### config.mk
export PLATFORM = sky130hd
export DESIGN_NAME = prng_slice_sched
export DESIGN_NICKNAME = d
export VERILOG_FILES = /design/src/rtl/prng_pkg.sv /design/src/rtl/prng_rr_arb.sv /design/src/rtl/prng_slice_sched.sv
export SDC_FILE = /design/constraint.sdc
export NUM_CORES = 1
export LEC_CHECK = 0
export CAP_MARGIN = 15
export CELL_PAD_IN_SITES_DETAIL_PLACEMENT = 0
export CELL_PAD_IN_SITES_GLOBAL_PLACEMENT = 1
export CORE_MARGIN = 2
export CORE_UTILIZATION = 32
export DETAILED_ROUTE_END_ITERATION = 16
export PLACE_DENSITY_LB_ADDON = 0.1
export SKIP_CTS_REPAIR_TIMING = 1
export SKIP_LAST_GASP = 1
export SLEW_MARGIN = 40
export SYNTH_ARGS = -nofsm -noshare
export SYNTH_HDL_FRONTEND = slang
export SYNTH_HIERARCHICAL = 1
export SYNTH_SLANG_ARGS = --single-unit
### constraint.sdc
create_clock -name clk -period 12.94 [get_ports clk]
set_input_delay 2.588 -clock clk [delete_from_list [all_inputs] [get_ports clk]]
set_output_delay 2.588 -clock clk [all_outputs]
set_load 0.1 [all_outputs]
### src/rtl/prng_pkg.sv
// prng_pkg
// Shared definitions for the PRNG slice scheduler slice:
//   - state_t     : scheduler states (WARMUP, CAPTURE, SERVE, HALT)
//   - PRNG_W      : width of the free-running PRNG word (256 bits)
//   - num_slices(): number of SLICE_W-wide slices carved out of one PRNG word
package prng_pkg;

    localparam int PRNG_W = 256;

    // Slice width used when the scheduler is built with its defaults.
    localparam int DEFAULT_SLICE_W = 32;

    typedef enum logic [1:0] {
        WARMUP  = 2'd0,
        CAPTURE = 2'd1,
        SERVE   = 2'd2,
        HALT    = 2'd3
    } state_t;

    // Number of slices one captured PRNG word provides.
    function automatic int num_slices(input int sliceW);
        return PRNG_W / sliceW;
    endfunction

    localparam int DEFAULT_NUM_SLICES = PRNG_W / DEFAULT_SLICE_W;

endpackage

### src/rtl/prng_rr_arb.sv
// prng_rr_arb
// Combinational round-robin arbiter. The search for a requester begins at
// start_i and wraps around; the first active request found wins.
// Ports:
//   req_i    [NUM_REQ-1:0] request levels
//   start_i  [PTR_W-1:0]   requester to consider first (one past the last winner)
//   gnt_o    [NUM_REQ-1:0] one-hot winner, all zero when no request is active
//   gntIdx_o [PTR_W-1:0]   binary index of the winner (0 when none)
module prng_rr_arb #(
    parameter  int NUM_REQ = 4,
    localparam int PTR_W   = $clog2(NUM_REQ)
) (
    input  logic [NUM_REQ-1:0] req_i,
    input  logic [PTR_W-1:0]   start_i,
    output logic [NUM_REQ-1:0] gnt_o,
    output logic [PTR_W-1:0]   gntIdx_o
);

    logic             found;
    logic [PTR_W-1:0] candIdx;

    // Walk the requesters in priority order starting at start_i; the modulo
    // keeps the candidate inside 0..NUM_REQ-1 even for non power-of-two counts.
    always_comb begin
        gnt_o    = '0;
        gntIdx_o = '0;
        found    = 1'b0;
        candIdx  = '0;
        for (int k = 0; k < NUM_REQ; k++) begin
            candIdx = PTR_W'((int'(start_i) + k) % NUM_REQ);
            if (!found && req_i[candIdx]) begin
                found          = 1'b1;
                gnt_o[candIdx] = 1'b1;
                gntIdx_o       = candIdx;
            end
        end
    end

endmodule

### src/rtl/prng_slice_sched.sv
// prng_slice_sched
// Hands out SLICE_W-wide slices of a free-running 256-bit PRNG word to
// NUM_REQ requesters in round-robin order. After reset the PRNG output is
// ignored for WARMUP_CYCLES cycles, then one word is captured and served
// slice by slice; once every slice has been granted a fresh word is captured.
// Ports:
//   clk         rising-edge clock
//   rst         asynchronous active-high reset
//   prng_output [255:0]        PRNG word, new value every cycle
//   req         [NUM_REQ-1:0]  request levels
//   gnt         [NUM_REQ-1:0]  one-hot grant pulse, rnd_data valid same cycle
//   rnd_data    [SLICE_W-1:0]  granted slice, holds when gnt is 0
//   rnd_avail   high while slices are being served
//   health_err  sticky PRNG health failure
// Configuration:
//   PRNG_SLICE_SCHED_HEALTH_EN  when defined, each captured word is rejected
//   if all-zero or equal to the previously captured word; the scheduler then
//   raises health_err and halts until reset. When undefined, health_err is 0.
module prng_slice_sched
    import prng_pkg::*;
#(
    parameter int NUM_REQ       = 4,
    parameter int SLICE_W       = 32,
    parameter int WARMUP_CYCLES = 16
) (
    input  logic               clk,
    input  logic               rst,
    input  logic [255:0]       prng_output,
    input  logic [NUM_REQ-1:0] req,
    output logic [NUM_REQ-1:0] gnt,
    output logic [SLICE_W-1:0] rnd_data,
    output logic               rnd_avail,
    output logic               health_err
);

    localparam int NSLICES = num_slices(SLICE_W);
    localparam int IDX_W   = (NSLICES > 1) ? $clog2(NSLICES) : 1;
    localparam int PTR_W   = $clog2(NUM_REQ);

    state_t             state_q, state_d;
    logic [7:0]         warmCnt_q, warmCnt_d;
    logic [PRNG_W-1:0]  bufWord_q;
    logic               captureEn;
    logic [IDX_W-1:0]   sliceIdx_q, sliceIdx_d;
    logic [PTR_W-1:0]   rrPtr_q, rrPtr_d;
    logic [NUM_REQ-1:0] gnt_q, gnt_d;
    logic [SLICE_W-1:0] data_q, data_d;
    logic [NUM_REQ-1:0] arbGnt;
    logic [PTR_W-1:0]   arbIdx;

`ifdef PRNG_SLICE_SCHED_HEALTH_EN
    logic healthErr_q, healthErr_d;
    logic wordBad;

    // bufWord_q still holds the previously captured word while in CAPTURE,
    // so it doubles as the repeat-detection reference.
    assign wordBad = (prng_output == '0) || (prng_output == bufWord_q);
`endif

    prng_rr_arb #(
        .NUM_REQ (NUM_REQ)
    ) u_arb (
        .req_i    (req),
        .start_i  (rrPtr_q),
        .gnt_o    (arbGnt),
        .gntIdx_o (arbIdx)
    );

    // Next-state logic. Grants are decided here and registered, so the
    // grant pulse and its slice appear together one cycle after the decision.
    always_comb begin
        state_d    = state_q;
        warmCnt_d  = warmCnt_q;
        sliceIdx_d = sliceIdx_q;
        rrPtr_d    = rrPtr_q;
        gnt_d      = '0;
        data_d     = data_q;
        captureEn  = 1'b0;
`ifdef PRNG_SLICE_SCHED_HEALTH_EN
        healthErr_d = healthErr_q;
`endif
        case (state_q)
            WARMUP: begin
                if (warmCnt_q == 8'(WARMUP_CYCLES - 1)) begin
                    warmCnt_d = '0;
                    state_d   = CAPTURE;
                end else begin
                    warmCnt_d = warmCnt_q + 8'd1;
                end
            end
            CAPTURE: begin
                captureEn  = 1'b1;
                sliceIdx_d = '0;
`ifdef PRNG_SLICE_SCHED_HEALTH_EN
                if (wordBad) begin
                    healthErr_d = 1'b1;
                    state_d     = HALT;
                end else begin
                    state_d = SERVE;
                end
`else
                state_d = SERVE;
`endif
            end
            SERVE: begin
                if (|req) begin
                    gnt_d   = arbGnt;
                    data_d  = SLICE_W'(bufWord_q >> (int'(sliceIdx_q) * SLICE_W));
                    rrPtr_d = (arbIdx == PTR_W'(NUM_REQ - 1)) ? '0 : arbIdx + PTR_W'(1);
                    if (sliceIdx_q == IDX_W'(NSLICES - 1)) begin
                        sliceIdx_d = '0;
                        state_d    = CAPTURE;
                    end else begin
                        sliceIdx_d = sliceIdx_q + IDX_W'(1);
                    end
                end
            end
            HALT: begin
                state_d = HALT;
            end
            default: begin
                state_d = WARMUP;
            end
        endcase
    end

    // State, counters and output registers; reset discards any buffered slices.
    always_ff @(posedge clk or posedge rst) begin
        if (rst) begin
            state_q    <= WARMUP;
            warmCnt_q  <= '0;
            bufWord_q  <= '0;
            sliceIdx_q <= '0;
            rrPtr_q    <= '0;
            gnt_q      <= '0;
            data_q     <= '0;
        end else begin
            state_q    <= state_d;
            warmCnt_q  <= warmCnt_d;
            sliceIdx_q <= sliceIdx_d;
            rrPtr_q    <= rrPtr_d;
            gnt_q      <= gnt_d;
            data_q     <= data_d;
            if (captureEn) begin
                bufWord_q <= prng_output;
            end
        end
    end

`ifdef PRNG_SLICE_SCHED_HEALTH_EN
    // Sticky health flag, cleared only by reset.
    always_ff @(posedge clk or posedge rst) begin
        if (rst) begin
            healthErr_q <= 1'b0;
        end else begin
            healthErr_q <= healthErr_d;
        end
    end

    assign health_err = healthErr_q;
`else
    assign health_err = 1'b0;
`endif

    assign gnt       = gnt_q;
    assign rnd_data  = data_q;
    assign rnd_avail = (state_q == SERVE);

endmodule

==> tab_implementation.tex, run 1 <==
\begin{tabular}{lr}
\hline
Metric & Value \\
\hline
\multicolumn{2}{l}{\textbf{Status}} \\
\quad Run status & finished clean \\
\multicolumn{2}{l}{\textbf{Final layout}} \\
\quad Growth of design area from synthesis to finish & 30.6\% \\
\quad Final nets & 2,109 \\
\quad Most common cell after layout, fill and taps aside & sky130\_fd\_sc\_hd\_\_nand2\_1 \\
\quad Fraction of final layout cells with drive strength greater than 1 & 7.28\% \\
\quad Commonest non-fill, non-tap cells in the layout & sky130\_fd\_sc\_hd\_\_nand2\_1, sky130\_fd\_sc\_hd\_\_dfrtp\_1, sky130\_fd\_sc\_hd\_\_clkdlybuf4s50\_1 \\
\multicolumn{2}{l}{\textbf{Global route}} \\
\quad Largest net degree at the start of global routing & 133 \\
\quad Total routing usage reported by global routing & 19.2\% \\
\quad Leftover overflow at the end of global routing & 0 \\
\quad Wire length of the first global-routing pass & 69.5 mm \\
\quad Vias in the first global route & 12,100 \\
\quad Number of antenna violations at the first check in global routing & 3 \\
\multicolumn{2}{l}{\textbf{Logic synthesis}} \\
\quad Number of warning messages in the yosys log & 6 \\
\quad Proportion of register bits with asynchronous set or reset after synthesis & 100\% \\
\quad Mean instance size in the synthesized netlist & 8.95 um\^{}2 \\
\quad Flip-flop and latch count after synthesis & 307 \\
\quad Most frequently used flop master after synthesis & sky130\_fd\_sc\_hd\_\_dfrtp\_1 \\
\quad Area of the mapped netlist & 14,200 um\^{}2 \\
\quad Post-Synthesis Net Count & 1,862 \\
\quad Portion of the post-synthesis area used by sequential elements & 53.9\% \\
\quad Post-Synthesis Cells & 1,591 \\
\quad EDFF count, synth & 0 \\
\quad Number of distinct library cell variants in the gate-level netlist after synthesis & 48 \\
\multicolumn{2}{l}{\textbf{CTS}} \\
\quad H-tree depth & 2 \\
\quad Clock latency on the worst-skew pair & 530 ps \\
\quad Max clock buf depth & 3 \\
\quad Clock sink count & 307 \\
\quad TritonCTS Buffers & 38 \\
\quad TritonCTS clock tree & built \\
\quad Clock-pin transition on the worst setup and hold timing paths & 60 ps \\
\quad Clock root buffer & sky130\_fd\_sc\_hd\_\_clkbuf\_16 \\
\multicolumn{2}{l}{\textbf{Drt}} \\
\quad Number of detailed-route iterations in the first pass & 5 \\
\quad DR vias & 11,400 \\
\quad DRT antenna net count & 0 \\
\quad Iter 0 DRT Violations & 725 \\
\quad Remaining routing DRC violations & 0 \\
\quad DR vias/cell & 4.62 \\
\quad Sum of routed wire length over all layers & 43.9 mm \\
\quad Detail-routed net length per standard cell & 17.8 um \\
\multicolumn{2}{l}{\textbf{Timing}} \\
\quad Count of endpoints failing setup in the final report & 0 \\
\quad Final worst path period need & 4350 ps \\
\quad Final count of pins violating max slew & 0 \\
\quad Actual transition at the worst max-transition pin & 832 ps \\
\quad Relative max-transition margin & 44.5\% \\
\quad Total Negative Setup Slacks & 0 ps \\
\quad Final worst path period share & 33.6\% \\
\quad Final-report hold violation count & 0 \\
\quad Final worst setup slack & 8590 ps \\
\quad Highest clock frequency the design can meet & 0.230 GHz \\
\quad Unrepaired setup endpoints after global routing & false \\
\quad Worst clock skew & 10.1 ps \\
\multicolumn{2}{l}{\textbf{Die}} \\
\quad DIE AREA & 46,200 um\^{}2 \\
\quad Core outline area & 44,000 um\^{}2 \\
\quad Effective utilization at floorplan & 32.4\% \\
\quad Vert. Die Dim & 215 um \\
\quad Cell Rows & 77 \\
\quad Horizontal extent of the die & 215 um \\
\quad Number of placed I/O pins & 300 \\
\multicolumn{2}{l}{\textbf{Placement}} \\
\quad Final estimated routing congestion in global placement & 0.747 \\
\quad Quantity of I/O buffers inserted on ports & 298 \\
\quad HPWL reported at the end of detailed placement & 29.0 mm \\
\quad Minimum setup slack after placement & 8060 ps \\
\multicolumn{2}{l}{\textbf{Setup path}} \\
\quad Worst R2R Start & rrPtr\_q[0]\$\_DFFE\_PP0P\_ \\
\quad Worst-path maximum fanout & 8 \\
\quad Required time at the worst-slack endpoint & 10,350 ps \\
\quad Data arrival time of the critical path & 1760 ps \\
\quad Count of cells along the worst register-to-register path & 9 \\
\quad Setup crit start kind & flop \\
\quad Kind of end point of the critical path & output port \\
\quad Setup crit start & state\_q[0]\$\_DFFE\_PP0P\_ \\
\quad Category of the critical setup timing path & reg -> out \\
\multicolumn{2}{l}{\textbf{Worst hold path}} \\
\quad Hold Path Cell Cnt & 1 \\
\quad HP Class & reg -> reg \\
\quad Beginning of the worst hold path & warmCnt\_q[7]\$\_DFFE\_PP0N\_ \\
\multicolumn{2}{l}{\textbf{Pwr}} \\
\quad Largest vdd supply drop & 0.000104 V \\
\quad Power density over the cells & 255 nW/um\^{}2 \\
\quad Leakage dissipation & 0.00915 uW \\
\multicolumn{2}{l}{\textbf{Run}} \\
\quad Max capacitance violation total & 0 \\
\hline
\end{tabular}
[stage by stage]
step                      utilization, %  total power, uW  hold slack (ps)  instances  cell area (um^2)
after floorplan                        -             3210              443       1591             14200
after global placement              39.6             3740              457       2387             17400
after detailed placement            39.5             3750              458       2390             17400
after CTS                           42.2             4810              471       2459             18600
after global routing                42.2             5090              487       2460             18600
final                               42.2             4740              470       2461             18600
[registers in the layout, summed over array words and instances (netlist names)]
| name | count |
|---|---|
| bufWord_q | 256 |
| gnt | 4 |
| warmCnt_q | 8 |
| rnd_data | 32 |
| rrPtr_q | 2 |
| sliceIdx_q | 3 |
| state_q | 2 |
[final timing paths]
check / endpoint / slack (ps)
setup reg to reg: rrPtr_q[1]$_DFFE_PP0P_ / 10160
hold reg to reg: warmCnt_q[7]$_DFFE_PP0N_ / 470
hold / removal: warmCnt_q[7]$_DFFE_PP0N_ / 470
max in group asynchronous: bufWord_q[201]$_DFFE_PP0P_ / 9190
min in group asynchronous: bufWord_q[192]$_DFFE_PP0P_ / 2450
setup / recovery: rnd_avail / 8590
[kinds of logic (layout without fill, tap and decap cells)]
family	count (synthesis)	count (layout)	share of synthesized area, %
other	1	3	0.0263
muxes	133	133	9.61
and+or+nand+nor	935	935	25.8
xor gates and xnor gates	5	5	0.308
buffers and inverters	109	385	4.77
AOI/OAI and AO/OA	92	92	4.79
adders and majority gates	9	9	0.791
DFF	307	307	53.9
[worst max-delay path, stage by stage (launching register included)]
cell                      delay, ps
sky130_fd_sc_hd__dfrtp_1        470
sky130_fd_sc_hd__and2b_4        320
sky130_fd_sc_hd__buf_2          440
[cell usage after synthesis, types with 2 or more instances]
cell / n / area [um^2]
sky130_fd_sc_hd__a221o_2: 4 / 45.0
sky130_fd_sc_hd__a22oi_1: 64 / 480
sky130_fd_sc_hd__a31oi_1: 2 / 12.5
sky130_fd_sc_hd__and2_1: 5 / 31.3
sky130_fd_sc_hd__and3b_1: 2 / 17.5
sky130_fd_sc_hd__buf_2: 45 / 225
sky130_fd_sc_hd__buf_4: 31 / 233
sky130_fd_sc_hd__buf_6: 11 / 124
sky130_fd_sc_hd__clkbuf_1: 11 / 41.3
sky130_fd_sc_hd__clkbuf_2: 3 / 15.0
sky130_fd_sc_hd__clkbuf_4: 3 / 22.5
sky130_fd_sc_hd__dfrtp_1: 307 / 7680
sky130_fd_sc_hd__ha_1: 9 / 113
sky130_fd_sc_hd__inv_1: 5 / 18.8
sky130_fd_sc_hd__mux2i_1: 130 / 1300
sky130_fd_sc_hd__mux4_2: 3 / 67.6
sky130_fd_sc_hd__nand2_1: 857 / 3220
sky130_fd_sc_hd__nand2b_1: 5 / 31.3
sky130_fd_sc_hd__nand3_1: 39 / 195
sky130_fd_sc_hd__nor2_1: 8 / 30.0
sky130_fd_sc_hd__nor2b_1: 3 / 18.8
sky130_fd_sc_hd__nor3b_1: 2 / 15.0
sky130_fd_sc_hd__o21ai_0: 10 / 50.1
sky130_fd_sc_hd__o31ai_1: 4 / 30.0
sky130_fd_sc_hd__or2_4: 2 / 17.5
sky130_fd_sc_hd__xnor2_1: 3 / 26.3
sky130_fd_sc_hd__xor2_1: 2 / 17.5
[power by group]
group | internal, uW | switching, uW
clock network | 614 | 420
logic | 689 | 1270
registers | 1450 | 299
[layout make-up]
cell class                      count  area (um^2)
Inverter                            5         31.3
Fill cell                        4469        25400
Tap cell                          592          741
Multi-Input combinational cell   1175         5930
Antenna cell                        2         5.00
Clock buffer                       53         1100
Sequential cell                   307         7690
Clock inverter                     16          114
Timing Repair Buffer              311         2990
[metal layers]
| layer | vias to the layer above | part of all wire [%] | track usage, % |
|---|---|---|---|
| met5 | - | 0.030 | 0 |
| met4 | 2 | 1.9 | 5.03 |
| met3 | 52 | 4.6 | 3.60 |
| met2 | 266 | 47 | 31.6 |
| met1 | 5437 | 46 | 26.0 |
| li1 | 5613 | - | - |
Note: power is estimated with default switching activity, not from simulation.
==> run 2, diff against run 1 <==
clock period = 4.05 ns   (was 12.94 ns; I/O delays follow)
==> tab_implementation.tex, run 2 (synthesis gave the netlist of run 1 again) <==
\begin{tabular}{lr}
\hline
Metric & Value \\
\hline
\multicolumn{2}{l}{\textbf{Timing}} \\
\quad Count of endpoints failing setup in the final report & 0 (unchanged) \\
\quad Relative max-transition margin & 52.9\% (+8.4 points) \\
\quad Final worst path period share & 68.2\% \\
\quad Unrepaired setup endpoints after global routing & false \\
\quad Worst clock skew & 11.8 ps (+1.73 ps) \\
\quad Final-report hold violation count & 0 (unchanged) \\
\quad Final count of pins violating max slew & 0 (unchanged) \\
\quad Actual transition at the worst max-transition pin & 705 ps (-127 ps) \\
\quad Highest clock frequency the design can meet & 0.362 GHz \\
\quad Final worst setup slack & 1290 ps (-7300 ps) \\
\quad Final worst path period need & 2760 ps \\
\multicolumn{2}{l}{\textbf{Setup path}} \\
\quad Kind of end point of the critical path & flop \\
\quad Data arrival time of the critical path & 3220 ps (+1460 ps) \\
\quad Cell repeated most along the worst path & sky130\_fd\_sc\_hd\_\_ha\_1 \\
\quad Longest individual stage delay on the worst path & 720 ps (+250 ps) \\
\quad CP Cell Sequence & inv\_1 > ha\_1 > mux4\_2 > or2\_4 > a21oi\_1 > a31oi\_1 > ha\_1 > o31ai\_1 \\
\quad Category of the critical setup timing path & reg -> reg \\
\quad Worst-path maximum fanout & 19 (+11) \\
\quad Slowest cell on the critical path & sky130\_fd\_sc\_hd\_\_dfrtp\_1 \\
\quad Setup crit start kind & flop \\
\quad Required time at the worst-slack endpoint & 4510 ps (-5840 ps) \\
\multicolumn{2}{l}{\textbf{Pwr}} \\
\quad Power density over the cells & 816 nW/um\^{}2 (+220\%) \\
\quad Total Power & 15,400 uW (+220\%) \\
\quad Leakage dissipation & 0.00927 uW (+1.3\%) \\
\quad Largest vdd supply drop & 0.000393 V (+280\%) \\
\multicolumn{2}{l}{\textbf{Global route}} \\
\quad Largest net degree at the start of global routing & 138 (+3.8\%) \\
\quad Number of antenna violations at the first check in global routing & 2 (-1) \\
\quad Vias in the first global route & 11,800 (-2.0\%) \\
\quad Leftover overflow at the end of global routing & 0 (unchanged) \\
\quad Total routing usage reported by global routing & 19.0\% (-0.19 points) \\
\quad Wire length of the first global-routing pass & 68.6 mm (-1.3\%) \\
\multicolumn{2}{l}{\textbf{Final layout}} \\
\quad Post-route cell area & 18,800 um\^{}2 (+1.2\%) \\
\quad Most common cell after layout, fill and taps aside & sky130\_fd\_sc\_hd\_\_nand2\_1 \\
\quad Largest register FFs & 256 (unchanged) \\
\quad Top register by number of flip-flops & bufWord\_q \\
\quad Fraction of final layout cells with drive strength greater than 1 & 7.98\% (+0.70 points) \\
\quad Final nets & 2,122 (+0.62\%) \\
\quad Layout Utilization & 42.7\% (+0.50 points) \\
\quad Commonest non-fill, non-tap cells in the layout & sky130\_fd\_sc\_hd\_\_nand2\_1, sky130\_fd\_sc\_hd\_\_dfrtp\_1, sky130\_fd\_sc\_hd\_\_clkdlybuf4s50\_1 \\
\quad Growth of design area from synthesis to finish & 32.1\% \\
\multicolumn{2}{l}{\textbf{Run}} \\
\quad Max capacitance violation total & 0 (unchanged) \\
\multicolumn{2}{l}{\textbf{Status}} \\
\quad Run status & finished clean \\
\multicolumn{2}{l}{\textbf{Drt}} \\
\quad Detail-routed net length per standard cell & 17.5 um (-1.6\%) \\
\quad Iter 0 DRT Violations & 697 (-3.9\%) \\
\quad Number of detailed-route iterations in the first pass & 7 (+2) \\
\quad Sum of routed wire length over all layers & 43.3 mm (-1.2\%) \\
\quad DR vias & 11,400 (+0.37\%) \\
\quad Remaining routing DRC violations & 0 (unchanged) \\
\quad DR vias/cell & 4.62 (about the same) \\
\quad DRT antenna net count & 0 (unchanged) \\
\multicolumn{2}{l}{\textbf{Placement}} \\
\quad Minimum setup slack after placement & 937 ps (-7120 ps) \\
\quad Quantity of I/O buffers inserted on ports & 298 (unchanged) \\
\quad Final estimated routing congestion in global placement & 0.762 (+2.0\%) \\
\quad HPWL reported at the end of detailed placement & 29.6 mm (+2.1\%) \\
\quad Cell area reported after detailed placement & 17,500 um\^{}2 (+0.55\%) \\
\multicolumn{2}{l}{\textbf{Die}} \\
\quad Cell Rows & 77 (unchanged) \\
\quad Number of placed I/O pins & 300 (unchanged) \\
\quad Vert. Die Dim & 215 um (unchanged) \\
\quad DIE AREA & 46,200 um\^{}2 (unchanged) \\
\quad Horizontal extent of the die & 215 um (unchanged) \\
\quad Effective utilization at floorplan & 32.4\% (unchanged) \\
\quad Core outline area & 44,000 um\^{}2 (unchanged) \\
\multicolumn{2}{l}{\textbf{CTS}} \\
\quad Clock sink count & 307 (unchanged) \\
\quad Clock-pin transition on the worst setup and hold timing paths & 60 ps (about the same) \\
\quad TritonCTS clock tree & built \\
\quad Clock root buffer & sky130\_fd\_sc\_hd\_\_clkbuf\_16 \\
\quad TritonCTS Buffers & 38 (unchanged) \\
\quad H-tree depth & 2 (unchanged) \\
\quad Clock latency on the worst-skew pair & 550 ps (+20 ps) \\
\quad Max clock buf depth & 3 (unchanged) \\
\multicolumn{2}{l}{\textbf{Worst hold path}} \\
\quad HP Class & reg -> reg \\
\hline
\end{tabular}
-- run 2: per-stage QoR --
stage / hold slack [ps] / setup TNS [ps] / cells
after CTS: 475 / 0 / 2469
after global routing: 491 / 0 / 2471
after detailed placement: 460 / 0 / 2401
after global placement: 457 / 0 / 2396
final: 468 / 0 / 2472
after floorplan: 443 / -259400 / 1591
-- run 2: where the power goes --
group / total [uW] / leakage, uW / switching [uW] / internal, uW
clock: 3500 / 0.000651 / 1340 / 2160
combinational: 6350 / 0.00492 / 4110 / 2250
sequential: 5500 / 0.00370 / 884 / 4620
total: 15400 / 0.00927 / 6340 / 9020
-- run 2: worst max-delay path, delay by kind of cell (launching register included) --
| family | cells | cell delay [ps] |
|---|---|---|
| flip-flops | 1 | 720 |
| multiplexers | 1 | 400 |
| adder cells (fa/ha/maj) | 2 | 640 |
| AO/OA/AOI/OAI | 3 | 430 |
| buffers and inverters | 1 | 190 |
| AND/OR/NAND/NOR | 1 | 290 |
-- run 2: final timing paths --
check,start,end,slack (ps),depth (start not counted)
min,bufWord_q[1]$_DFFE_PP0P_,bufWord_q[1]$_DFFE_PP0P_,470,2
max in group asynchronous,rst,bufWord_q[130]$_DFFE_PP0P_,2480,4
max,rrPtr_q[0]$_DFFE_PP0P_,rrPtr_q[0]$_DFFE_PP0P_,1290,8
min in group asynchronous,rst,gnt[3]$_DFF_PP0_,520,2
max reg2reg,rrPtr_q[0]$_DFFE_PP0P_,rrPtr_q[0]$_DFFE_PP0P_,1290,8
min reg2reg,bufWord_q[1]$_DFFE_PP0P_,bufWord_q[1]$_DFFE_PP0P_,470,2
-- run 2: final cells by class --
cell class / count / area [um^2]
Antenna cell: 1 / 2.50
Clock buffer: 53 / 1140
Clock inverter: 15 / 154
Fill cell: 4413 / 25200
Inverter: 5 / 22.5
Multi-Input combinational cell: 1175 / 5930
Sequential cell: 307 / 7690
Tap cell: 592 / 741
Timing Repair Buffer: 324 / 3150
-- run 2: routing by layer --
layer / wire [um] / up-vias / GRT usage, %
met1: 20200 / 5480 / 26.1
met5: 0 / - / 0
met3: 2000 / 46 / 3.62
met2: 20500 / 249 / 31.0
met4: 660 / 0 / 4.53
li1: - / 5637 / -
==> run 3, diff against run 2 <==
clock period = 2.7 ns   (was 4.05 ns; I/O delays follow)
==> tab_implementation.tex, run 3 (synthesis gave the netlist of run 1 again) <==
\begin{tabular}{lr}
\hline
Metric & Value \\
\hline
\multicolumn{2}{l}{\textbf{Drt}} \\
\quad DR vias & 11,500 (+0.41\%) \\
\quad DRT antenna net count & 0 (unchanged) \\
\quad Sum of routed wire length over all layers & 43.9 mm (+1.3\%) \\
\quad DR vias/cell & 4.64 (+0.41\%) \\
\quad Remaining routing DRC violations & 0 (unchanged) \\
\quad Iter 0 DRT Violations & 642 (-7.9\%) \\
\quad Detail-routed net length per standard cell & 17.8 um (+1.3\%) \\
\quad Number of detailed-route iterations in the first pass & 5 (-2) \\
\multicolumn{2}{l}{\textbf{Worst hold path}} \\
\quad WHS Endpoint & bufWord\_q[20]\$\_DFFE\_PP0P\_ \\
\quad Hold Path Cell Cnt & 2 (unchanged) \\
\quad Beginning of the worst hold path & bufWord\_q[20]\$\_DFFE\_PP0P\_ \\
\quad HP Class & reg -> reg \\
\multicolumn{2}{l}{\textbf{Setup path}} \\
\quad Kind of end point of the critical path & flop \\
\quad Category of the critical setup timing path & reg -> reg \\
\quad Worst R2R End & rrPtr\_q[0]\$\_DFFE\_PP0P\_ \\
\quad Cell repeated most along the worst path & sky130\_fd\_sc\_hd\_\_ha\_1 \\
\quad Worst R2R Start & rrPtr\_q[0]\$\_DFFE\_PP0P\_ \\
\quad Longest individual stage delay on the worst path & 410 ps (-310 ps) \\
\quad Setup crit start kind & flop \\
\quad Slowest cell on the critical path & sky130\_fd\_sc\_hd\_\_ha\_1 \\
\quad Reg2reg setup slack & 510 ps (-780 ps) \\
\quad Worst-path maximum fanout & 6 (-13) \\
\quad CP Cell Sequence & inv\_1 > ha\_1 > mux4\_2 > or2\_4 > a21oi\_1 > a31oi\_1 > ha\_1 > o31ai\_1 \\
\quad Required time at the worst-slack endpoint & 3130 ps (-1380 ps) \\
\quad Count of cells along the worst register-to-register path & 8 (unchanged) \\
\quad Data arrival time of the critical path & 2620 ps (-600 ps) \\
\multicolumn{2}{l}{\textbf{Pwr}} \\
\quad Largest vdd supply drop & 0.000598 V (+52\%) \\
\quad Fraction of power spent switching nets & 41.6\% (+0.33 points) \\
\quad NetSw & 9460 uW (+49\%) \\
\quad Logic pwr share & 43.7\% (+2.3 points) \\
\quad Leakage dissipation & 0.00925 uW (-0.17\%) \\
\quad Power density over the cells & 1210 nW/um\^{}2 (+48\%) \\
\quad Clock share of power & 20.4\% (-2.4 points) \\
\quad Register share of total power & 36.0\% (+0.2 points) \\
\quad Internal power of the cells & 13,300 uW (+47\%) \\
\multicolumn{2}{l}{\textbf{Global route}} \\
\quad Wire length of the first global-routing pass & 69.6 mm (+1.4\%) \\
\quad Largest net degree at the start of global routing & 102 (-26\%) \\
\quad Vias in the first global route & 12,000 (+1.3\%) \\
\quad Total routing usage reported by global routing & 19.2\% (+0.16 points) \\
\quad Leftover overflow at the end of global routing & 0 (unchanged) \\
\quad Number of antenna violations at the first check in global routing & 3 (+1) \\
\multicolumn{2}{l}{\textbf{Placement}} \\
\quad Quantity of I/O buffers inserted on ports & 298 (unchanged) \\
\quad Final estimated routing congestion in global placement & 0.766 (+0.50\%) \\
\quad HPWL reported at the end of detailed placement & 30.0 mm (+1.3\%) \\
\quad Minimum setup slack after placement & 85.7 ps (-851 ps) \\
\multicolumn{2}{l}{\textbf{Timing}} \\
\quad Highest clock frequency the design can meet & 0.457 GHz (+26\%) \\
\quad Actual transition at the worst max-transition pin & 629 ps (-75.5 ps) \\
\quad Total Negative Setup Slacks & 0 ps (unchanged) \\
\quad Final Hold Slack & 471 ps (+2.60 ps) \\
\quad Count of endpoints failing setup in the final report & 0 (unchanged) \\
\quad Final-report hold violation count & 0 (unchanged) \\
\quad Worst clock skew & 9.44 ps (-2.41 ps) \\
\quad Final worst path period share & 81.1\% (+13 points) \\
\quad Unrepaired setup endpoints after global routing & false \\
\quad Final worst setup slack & 511 ps (-775 ps) \\
\quad Final count of pins violating max slew & 0 (unchanged) \\
\quad Relative max-transition margin & 58.0\% (+5.1 points) \\
\quad Final worst path period need & 2190 ps (-575 ps) \\
\multicolumn{2}{l}{\textbf{CTS}} \\
\quad TritonCTS clock tree & built \\
\quad Clock latency on the worst-skew pair & 530 ps (-20 ps) \\
\quad Max clock buf depth & 3 (unchanged) \\
\quad Clock-pin transition on the worst setup and hold timing paths & 60 ps (about the same) \\
\quad H-tree depth & 2 (unchanged) \\
\quad Clock root buffer & sky130\_fd\_sc\_hd\_\_clkbuf\_16 \\
\quad Clock sink count & 307 (unchanged) \\
\quad TritonCTS Buffers & 37 (-2.6\%) \\
\multicolumn{2}{l}{\textbf{Final layout}} \\
\quad Largest register FFs & 256 (unchanged) \\
\quad Most common cell after layout, fill and taps aside & sky130\_fd\_sc\_hd\_\_nand2\_1 \\
\quad Fraction of final layout cells with drive strength greater than 1 & 7.77\% (-0.21 points) \\
\quad Final nets & 2,131 (+0.42\%) \\
\quad Growth of design area from synthesis to finish & 32.4\% \\
\quad Top register by number of flip-flops & bufWord\_q \\
\quad Commonest non-fill, non-tap cells in the layout & sky130\_fd\_sc\_hd\_\_nand2\_1, sky130\_fd\_sc\_hd\_\_dfrtp\_1, sky130\_fd\_sc\_hd\_\_clkdlybuf4s50\_1 \\
\multicolumn{2}{l}{\textbf{Die}} \\
\quad Core outline area & 44,000 um\^{}2 (unchanged) \\
\quad Vert. Die Dim & 215 um (unchanged) \\
\quad Horizontal extent of the die & 215 um (unchanged) \\
\quad Cell Rows & 77 (unchanged) \\
\quad Effective utilization at floorplan & 32.4\% (unchanged) \\
\quad Number of placed I/O pins & 300 (unchanged) \\
\quad DIE AREA & 46,200 um\^{}2 (unchanged) \\
\multicolumn{2}{l}{\textbf{Status}} \\
\quad Run status & finished clean \\
\multicolumn{2}{l}{\textbf{Run}} \\
\quad Max capacitance violation total & 0 (unchanged) \\
\hline
\end{tabular}
[run 3: final cells by class]
class | count | area, um^2
multi-input cells | 1175 | 5920
flip-flops and latches | 307 | 7690
fillers | 4411 | 25200
well taps | 592 | 741
inverters | 5 | 22.5
repair buffers | 334 | 3390
diodes | 2 | 5.00
clock inverters | 3 | 17.5
clock buffers | 54 | 1080
[run 3: critical path: cells and delay by family, from the launching register on]
| family | cells | cell delay, ps |
|---|---|---|
| flip-flops | 1 | 340 |
| multiplexers | 1 | 360 |
| adder cells (fa/ha/maj) | 2 | 610 |
| AO/OA/AOI/OAI | 3 | 420 |
| buffers and inverters | 1 | 80 |
| AND/OR/NAND/NOR | 1 | 280 |
[run 3: stage by stage]
stage               power, uW  util (%)  std cells  cell area, um^2
global placement        18100      40.3       2413            17800
global route            24500      42.8       2471            18900
detailed placement      18300      40.3       2413            17800
floorplan               15400         -       1591            14200
CTS                     23100      42.8       2470            18900
finish                  22700      42.8       2472            18900
[run 3: how the worst max path moves through the flow]
| stage | startpoint | endpoint | slack [ps] |
|---|---|---|---|
| 2_1_floorplan | rst | bufWord_q[0]$_DFFE_PP0P_ | -1920 |
| 3_3_place_gp | req[1] | rrPtr_q[1]$_DFFE_PP0P_ | 100 |
| 3_5_place_dp | req[1] | rrPtr_q[1]$_DFFE_PP0P_ | 90 |
| 4_1_cts | rrPtr_q[0]$_DFFE_PP0P_ | rrPtr_q[1]$_DFFE_PP0P_ | 500 |
| 5_1_grt | rrPtr_q[0]$_DFFE_PP0P_ | rrPtr_q[0]$_DFFE_PP0P_ | 370 |
| 6_report | rrPtr_q[0]$_DFFE_PP0P_ | rrPtr_q[0]$_DFFE_PP0P_ | 510 |
[run 3: routing by layer]
| layer | global-route usage, % | part of all wire [%] | vias to the layer above |
|---|---|---|---|
| met4 | 5.13 | 1.9 | 0 |
| li1 | - | - | 5641 |
| met1 | 26.6 | 47 | 5518 |
| met5 | 0 | 0 | - |
| met2 | 30.8 | 46 | 251 |
| met3 | 3.58 | 4.5 | 49 |
[run 3: power groups by stage]
| stage | Clock [uW] | Sequential, uW | Combinational, uW |
|---|---|---|---|
| 5_1_grt | 4990 | 8500 | 11000 |
| 4_1_cts | 4790 | 8200 | 10100 |
| 6_report | 4630 | 8180 | 9940 |
| 3_3_place_gp | 0 | 8210 | 9940 |
| 3_5_place_dp | 0 | 8260 | 10000 |
| 2_1_floorplan | 0 | 9810 | 5560 |
==> patch, RTL diff (settings of run 1) <==
Set the parameter `SLICE_W` to 16 (it was 32).
--- a/src/rtl/prng_slice_sched.sv
+++ b/src/rtl/prng_slice_sched.sv
@@ -21,5 +21,5 @@
 #(
     parameter int NUM_REQ       = 4,
-    parameter int SLICE_W       = 32,
+    parameter int SLICE_W       = 16,
     parameter int WARMUP_CYCLES = 16
 ) (
Ports: changed (resized rnd_data); port bits go from 300 to 284. The function was not compared with the original's and may differ.
==> patch against run 1 <==
Routed wire length down 1.7%. Sequential power down 5%. Total power down 4.5%. Final area down 4.0%. Count of clock-buffer cells in the layout up 6. Worst setup slack worse by 0.21 ns. Critical endpoint is now rrPtr_q[1]. Largest cell class unchanged. Area after synthesis down 5.0%. Sequential cell count down 15.
==> patch: results (changes against run 1) <==
* Antenna violations before repair at 1 (-2)
* Post-synthesis net count at 1744 (-6.3%)
* Comb power frac at 0.421 (+0.008)
* Register area at 0.007315 mm^2 (-4.8%)
* RePlAce Congestion at 0.7482 (+0.16%)
* Non-CTS buffers at 297 (-4.5%)
* Status: complete, no violations
* VDD IR-drop max at 0.0001382 V (+33%)
* Non-clock inverters at 6 (+1)
* Internal at 0.002692 W (-2.1%)
* Count of cell types in the netlist at 52 (+8.3%)
* Fraction of area in multi-input gates at 0.3236 (+0.004725)
* Critical path arrival at 4.94 ns (+3.18 ns)
* NetSw at 0.001834 W (-7.8%)
* Fillers at 4214 (-5.7%)
* Final #Nets at 1984 (-5.9%)
* Placed cell area at 0.01672 mm^2 (-3.8%)
* Ant. Diodes at 1 (-1)
* Cells after synthesis at 1474 (-7.4%)
* Later-pin clock latency in the skew report at 0.51 ns (-0.02 ns)
* Crit Path Max Fanout at 13 (+5)
* WL per Instance at 18.93 um (+6.2%)
* #FFs+latches synth at 292 (-4.9%)
* Hpwl dp at 30520 um (+5.4%)
* PortBufs at 282 (-5.4%)
* Top post-synthesis cells by count: nand2_1 (786), dfrtp_1 (292), mux2i_1 (66), clkbuf_1 (63), o22ai_1 (33)
* CTS buffer count at 36 (-5.3%)
* Multi-input gate area at 0.005779 mm^2 (-2.6%)
* Vias in the first global route at 11066 (-8.3%)
* Synth top area cells: dfrtp_1 (54%), nand2_1 (22%), mux4_2 (5.3%)
* Final wirelength at 43120 um (-1.7%)
* Post-synthesis sequential area ratio at 0.5399 (+0.0005873)
* Clk tree area frac at 0.06292 (-0.002262)
* Vias/cell at 4.687 (+1.4%)
* CLK BUF at 59 (+11%)
* Placed insts at 2215 (-7.3%)
* DRT iter0 DRCs at 500 (-31%)
* Largest net degree at the start of global routing at 130 (-2.3%)
* Clock network power at 0.000964 W (-6%)
## patch: changes by cell type in the layout (fill, tap and decap cells not counted), moves of 9 or more
cell      before  now
mux4_2         3   32
a211oi_1       1   17
dfrtp_1      306  290
nand3_1       39    5
buf_2         37   21
nand2_1      857  786
a21oi_1        1   18
a22oi_1       64    0
clkinv_2      12    3
o22ai_1        0   33
nor2_1         7   23
mux2_2         0   17
mux2i_1      130   66
## patch: metal layers
metal	vias to the layer above	track usage	routed length, um
met5	-	0	0
met4	0	0.03424	516
met3	30	0.03471	1927
met2	216	0.3199	20330
met1	5155	0.2827	20340
li1	5275	-	-
## patch: final timing paths
check / depth (start not counted) / slack [ns] / startpoint / to
worst min register to register: 2 / 0.46 / bufWord_q[34] / bufWord_q[34]
worst max register to register: 5 / 9.55 / sliceIdx_q[1] / rnd_data[3]
worst min-delay path: 2 / 0.46 / bufWord_q[34] / bufWord_q[34]
worst max-delay path: 7 / 8.38 / req[1] / rrPtr_q[1]
max in group asynchronous: 4 / 8.98 / rst / bufWord_q[199]
min in group asynchronous: 2 / 2.67 / rst / bufWord_q[92]
## patch: kinds of logic (layout without fill, tap and decap cells)
family                   after synthesis  in the layout  share of synthesized area
buffers and inverters                101            365                    0.03476
AO/OA/AOI/OAI                         99             99                    0.04817
XOR/XNOR                               5              5                   0.003237
flip-flops                           292            292                     0.5399
multiplexers                         118            118                     0.1220
other                                  1              2                  0.0002771
adder cells (fa/ha/maj)                8              8                   0.007397
AND/OR/NAND/NOR                      850            850                     0.2442
## patch: critical path, stage by stage
cell and delay, ns:
clkdlybuf4s50_1 0.70, nor3b_1 0.23, o21ai_0 0.10, o31ai_1 0.56
o31a_1 0.26, ha_1 0.24, mux2_2 0.26
